$ cat src/rtl/ctrl_decode_queue.sv
// Control/config packet decoder with entry-time error checking, a DEPTH-entry
// command FIFO, per-unit gated dispatch and host-visible sticky error status.
module ctrl_decode_queue #(
    parameter int NUM_UNITS = 4,
    parameter int ADDR_W    = 4,
    parameter int SIZE_W    = 3,
    parameter int DEPTH     = 4,
    parameter int CNT_W     = 8,
    parameter int DROP_ERR  = 1,
    localparam int UNIT_W   = (NUM_UNITS > 1) ? $clog2(NUM_UNITS) : 1,
    localparam int PTR_W    = $clog2(DEPTH),
    localparam int OCC_W    = PTR_W + 1
) (
    input  logic                       clk,
    input  logic                       rst,
    input  logic                       in_valid,
    output logic                       in_ready,
    input  logic [UNIT_W+3:0]          in_ctrl,
    input  logic [ADDR_W+SIZE_W:0]     in_config,
    input  logic [NUM_UNITS-1:0]       unit_ready,
    output logic                       out_valid,
    input  logic                       out_ready,
    output logic [UNIT_W-1:0]          out_unit_id,
    output logic [1:0]                 out_op,
    output logic [1:0]                 out_comp,
    output logic [ADDR_W-1:0]          out_addr,
    output logic [SIZE_W-1:0]          out_size,
    output logic [1:0]                 out_err,
    input  logic                       err_clr,
    output logic [1:0]                 err_sticky,
    output logic [CNT_W-1:0]           err_count,
    output logic [OCC_W-1:0]           occupancy
);

    localparam int ENT_W = UNIT_W + 4 + ADDR_W + SIZE_W + 2;
    localparam logic [1:0] OP_NOP     = 2'd0;
    localparam logic [1:0] OP_LOAD    = 2'd1;
    localparam logic [1:0] OP_STORE   = 2'd2;
    localparam logic [1:0] OP_COMPUTE = 2'd3;

    logic [UNIT_W-1:0] w_unit_id;
    logic [1:0]        w_op;
    logic [1:0]        w_comp;
    logic [ADDR_W-1:0] w_addr;
    logic              w_vld;
    logic [SIZE_W-1:0] w_size;
    logic [1:0]        w_err;
    logic [ENT_W-1:0]  w_entry;
    logic [ENT_W-1:0]  w_head;
    logic              w_empty;
    logic              w_unit_rdy;
    logic              w_accept;
    logic              w_push;
    logic              w_pop;
    logic              w_err_evt;

    logic [ENT_W-1:0]  r_mem [DEPTH];
    logic [PTR_W-1:0]  r_wptr;
    logic [PTR_W-1:0]  r_rptr;
    logic [OCC_W-1:0]  r_count;
    logic [1:0]        r_err_sticky;
    logic [CNT_W-1:0]  r_err_count;

    assign w_unit_id = in_ctrl[UNIT_W+3:4];
    assign w_op      = in_ctrl[3:2];
    assign w_comp    = in_ctrl[1:0];
    assign w_addr    = in_config[ADDR_W+SIZE_W:SIZE_W+1];
    assign w_vld     = in_config[SIZE_W];
    assign w_size    = in_config[SIZE_W-1:0];

    // Error classification of the incoming packet, highest priority first
    always_comb begin
        w_err = 2'b00;
        if (32'(w_unit_id) >= NUM_UNITS) begin
            w_err = 2'b10;
        end else if (((w_op == OP_NOP) && (in_config != {(ADDR_W+SIZE_W+1){1'b0}})) ||
                     ((w_op == OP_COMPUTE) && !w_vld)) begin
            w_err = 2'b01;
        end else if (((w_op == OP_LOAD) || (w_op == OP_STORE)) &&
                     (w_size == {SIZE_W{1'b0}})) begin
            w_err = 2'b11;
        end else begin
            w_err = 2'b00;
        end
    end

    assign w_entry   = {w_unit_id, w_op, w_comp, w_addr, w_size, w_err};
    assign in_ready  = !rst && (r_count != OCC_W'(DEPTH));
    assign w_accept  = in_valid && in_ready;
    assign w_err_evt = w_accept && (w_err != 2'b00);
    assign w_push    = w_accept && ((DROP_ERR == 0) || (w_err == 2'b00));

    assign w_empty = (r_count == {OCC_W{1'b0}});
    assign w_head  = w_empty ? {ENT_W{1'b0}} : r_mem[r_rptr];
    assign {out_unit_id, out_op, out_comp, out_addr, out_size, out_err} = w_head;

    // Readiness of the unit addressed by the head entry; out-of-range ids never match
    always_comb begin
        w_unit_rdy = 1'b0;
        for (int i = 0; i < NUM_UNITS; i++) begin
            w_unit_rdy = w_unit_rdy | (unit_ready[i] & (32'(out_unit_id) == i));
        end
    end

    // Errored heads bypass unit gating so they can never wedge the queue
    assign out_valid = !w_empty && ((out_err != 2'b00) || w_unit_rdy);
    assign w_pop     = out_valid && out_ready;
    assign occupancy = r_count;

    // FIFO storage, pointers and fill level
    always_ff @(posedge clk) begin
        if (rst) begin
            r_wptr  <= {PTR_W{1'b0}};
            r_rptr  <= {PTR_W{1'b0}};
            r_count <= {OCC_W{1'b0}};
        end else begin
            if (w_push) begin
                r_mem[r_wptr] <= w_entry;
                r_wptr        <= r_wptr + PTR_W'(1);
            end
            if (w_pop) begin
                r_rptr <= r_rptr + PTR_W'(1);
            end
            case ({w_push, w_pop})
                2'b10:   r_count <= r_count + OCC_W'(1);
                2'b01:   r_count <= r_count - OCC_W'(1);
                default: r_count <= r_count;
            endcase
        end
    end

    // Sticky first-error code and saturating error counter; a coincident
    // clear and new error leaves the new error as the only one recorded
    always_ff @(posedge clk) begin
        if (rst) begin
            r_err_sticky <= 2'b00;
            r_err_count  <= {CNT_W{1'b0}};
        end else if (err_clr) begin
            r_err_sticky <= w_err_evt ? w_err : 2'b00;
            r_err_count  <= w_err_evt ? CNT_W'(1) : {CNT_W{1'b0}};
        end else if (w_err_evt) begin
            if (r_err_count != {CNT_W{1'b1}}) begin
                r_err_count <= r_err_count + CNT_W'(1);
            end
            if (r_err_sticky == 2'b00) begin
                r_err_sticky <= w_err;
            end
        end
    end

    assign err_sticky = r_err_sticky;
    assign err_count  = r_err_count;

`ifndef SYNTHESIS
    // Simulation trace of every accepted errored packet
    always_ff @(posedge clk) begin
        if (!rst && w_err_evt) begin
            $display("ctrl_decode_queue: errored packet accepted, code=%b", w_err);
        end
    end
`endif

endmodule

$ cat config.mk
export PLATFORM = sky130hd
export DESIGN_NAME = ctrl_decode_queue
export DESIGN_NICKNAME = d
export VERILOG_FILES = /design/src/rtl/ctrl_decode_queue.sv
export SDC_FILE = /design/constraint.sdc
export NUM_CORES = 1
export LEC_CHECK = 0
export ABC_CLOCK_PERIOD_IN_PS = 5350
export CAP_MARGIN = 25
export CORE_UTILIZATION = 40
export CTS_BUF_LIST = sky130_fd_sc_hd__clkbuf_16
export DETAILED_ROUTE_END_ITERATION = 10
export PLACE_DENSITY_LB_ADDON = 0.05
export RECOVER_POWER = 100
export SYNTH_ARGS = -nofsm -noshare
export SYNTH_HDL_FRONTEND = slang
export SYNTH_SLANG_ARGS = --single-unit
$ cat constraint.sdc
create_clock -name clk -period 5.35 [get_ports clk]
set_input_delay 1.3375 -clock clk [delete_from_list [all_inputs] [get_ports clk]]
set_output_delay 1.3375 -clock clk [all_outputs]
set_load 0.05 [all_outputs]
==> impl_metrics.csv <==
group,metric,value,unit
placement,dpl.hpwl,4120,um
floorplanning,core,8260,um2
clocking,htreeDepth,3,
floorplanning,initial_core_util,41.4,%
clocking,clock_latency,320,ps
synthesis,synth-edff-count,60,
setup_path,critPathKind,"primary input to primary output",
timing,fmax,220,MHz
hold_path,min_path_type,"flop to flop",
synthesis,syn_area_per_cell,14.9,um2
final_layout,final_common_cell,"edfxtp_1",
clocking,cts_setup_buffers,0,
timing,finalMaxSlewViolations,0,
hold_path,holdCritStartpoint,"err_sticky[1]",
timing,slew_headroom,31.3,%
synthesis,synthFlopType,"edfxtp_1",
floorplanning,die_w,94.5,um
timing,worst_pin_slew,1030,ps
final_layout,syn_to_final_growth,28.0,%
timing,post-route-min-period,4540,ps
setup_path,startpoint,"unit_ready[0]",
floorplanning,pin_count,53,
timing,rsz0062_at_grt,"no",
drt,routed_wl,6380,um
power,sw_frac_of_total,36.0,%
timing,clock_skew,5.94,ps
drt,drt-initial-drc-count,87,
power,p_sw,785,uW
clocking,cts_tree,"yes",
global_route,grt_pass1_wl,10200,um
floorplanning,dieArea,8930,um2
setup_path,worstSetupEndpoint,"out_valid",
clocking,cts_hold_buffers,0,
floorplanning,num_rows,33,
global_route,grt-ovfl-total,0,
drt,num_vias,2037,
global_route,grt_pass1_vias,1965,
setup_path,arrival,3210,ps
final_layout,diodes,0,
global_route,grt_usage,15.9,%
final_layout,post_route_cells_drive_above_1_share,11.1,%
setup_path,path_depth,6,
synthesis,synthesis.nets,261,
timing,holdWs,490,ps
final_layout,fillers,726,
outcome,status,"completed",
synthesis,synthDistinctLibCells,48,
clocking,root_buffer,"clkbuf_16",
drt,routedWlPerCell,15.9,um
power,p_seq_share,33.3,%
floorplanning,fp.dieH,94.5,um
synthesis,netlist_area,3420,um2
timing,fin_crit_sh,84.9,%
power,share_comb_of_total_power,37.0,%
power,p_leak,1.57,nW
clocking,cts_resized,0,
setup_path,worst_path_max_delay_cell,"dlygate4sd3_1",
power,power.total,2.18,mW
setup_path,crit_required,4010,ps
clocking,clkTransAtPathRegs,60,ps
clocking,cts_buffer_depth,2,
drt,drt-vias-per-instance,5.08,
clocking,cts_buffers,9,
clocking,cts.sink_count,79,
timing,fin_setup_tns,0,ps
global_route,antenna_found_initial,0,
placement,gp_routability_congestion,0.764,
setup_path,crit_chain,"clkdlybuf4s50_1 > a21boi_1 > nor2_1 > o211ai_1 > and2_1 > dlygate4sd3_1",
final_layout,finalNetCount,323,
setup_path,r2r_cells,11,
setup_path,path_max_fanout,2,
setup_path,endpoint_kind,"primary output",
timing,hold_violations,0,
drt,first_pass_iters,6,
setup_path,cp_num_buf_inv,2,
setup_path,cp_top_family,"buffers and inverters",
synthesis,ys_warn_count,0,
setup_path,reg2reg_slack,2360,ps
setup_path,r2r_end,"occupancy[2]",
drt,drc,0,
setup_path,critical-path-max-stage-delay,860,ps
timing,finalSetupViolCount,0,
flow_run,maxCapViolations,0,
global_route,grt_max_degree,20,
final_layout,layout_common_cells,"edfxtp_1, dlygate4sd3_1, dfxtp_1, nor2_1, and2_1",
power,power_density,497,nW/um2
placement,port_buffers,52,
synthesis,synthCells,229,
drt,ant_nets,0,
power,pwr-share-clk,29.7,%
synthesis,async_flop_share,0,%
synthesis,ys_ff_latch,79,
power,ir_drop,179,uV
synthesis,synth_seq_area_share,63.8,%
setup_path,crit_path_start_kind,"primary input",
power,internal_power,1.39,mW
how the worst min path moves through the flow:
stage,to,slack [ps],cells after the start
final,err_sticky[1],490,1
after detailed placement,err_sticky[1],490,1
after global routing,err_sticky[1],510,1
after CTS,err_sticky[1],500,1
after floorplan,flop,480,2
after global placement,r_rptr[0],490,2
power groups by stage:
stage               clock network [mW]  registers [mW]  logic [mW]
CTS                              0.659           0.726       0.863
detailed placement                   0           0.739       0.861
floorplan                            0           0.762       0.585
global route                     0.683           0.730       0.872
finish                           0.647           0.725       0.807
global placement                     0           0.739       0.859
cell type report:
cell class / instances / area [um2] / share of cell area [%]
Multi-Input combinational cell: 131 / 1150 / 26.2
Clock inverter: 7 / 97.6 / 2.23
Clock buffer: 9 / 225 / 5.14
Tap cell: 105 / 131 / 3.00
Inverter: 11 / 41.3 / 0.943
Sequential cell: 79 / 2180 / 49.8
Timing Repair Buffer: 59 / 554 / 12.7
flip-flops by register name, summed over array words and instances (netlist names), named ones only:
register,count
r_rptr,2
err_count,8
occupancy,3
r_wptr,2
err_sticky,2
r_mem,60
cells in the mapped netlist (all sizes together) (5+ instances only):
cell type  number  area share (%)
clkbuf          5            0.55
mux4           15              10
edfxtp         60              53
dfxtp          19              11
nand3           5            0.73
ha              8             2.9
nor2           18             2.0
inv            11             1.2
a21oi           7             1.0
nand2           6            0.66
and2           20             3.7
per-layer routing:
layer,track usage (%),up-vias,wire length [um]
met2,25.2,45,3020
met5,0,-,0
li1,-,992,-
met3,3.46,8,239
met4,7.58,0,109
met1,21.0,992,3010
kinds of logic after synthesis:
group / count (synthesis) / share of synthesized area (%)
AOI/OAI and AO/OA: 32 / 7.10
xor gates and xnor gates: 6 / 1.54
adders and majority gates: 9 / 3.51
buffers and inverters: 19 / 2.34
DFF: 79 / 63.8
muxes: 20 / 11.8
and+or+nand+nor: 64 / 9.91
through the flow:
stage	cell area [um2]	utilization (%)	cells	worst slack, ps
after floorplan	3420	-	229	1710
after global placement	4090	49.5	385	869
after detailed placement	4090	49.5	385	855
after CTS	4410	53.4	401	855
after global routing	4380	53.0	401	723
final	4380	53.0	401	806
worst reg2reg max path, stage by stage, from the launching register on:
cell     delay [ps]
dfxtp_1         490
buf_4           320
mux4_1          650
nor2_1          200
o22a_1          220
nand2_1          80
ha_1            200
inv_1            70
fa_1            170
xor2_1           70
or3_1           300
a21oi_1         140
Note: power is estimated with default switching activity, not from simulation.
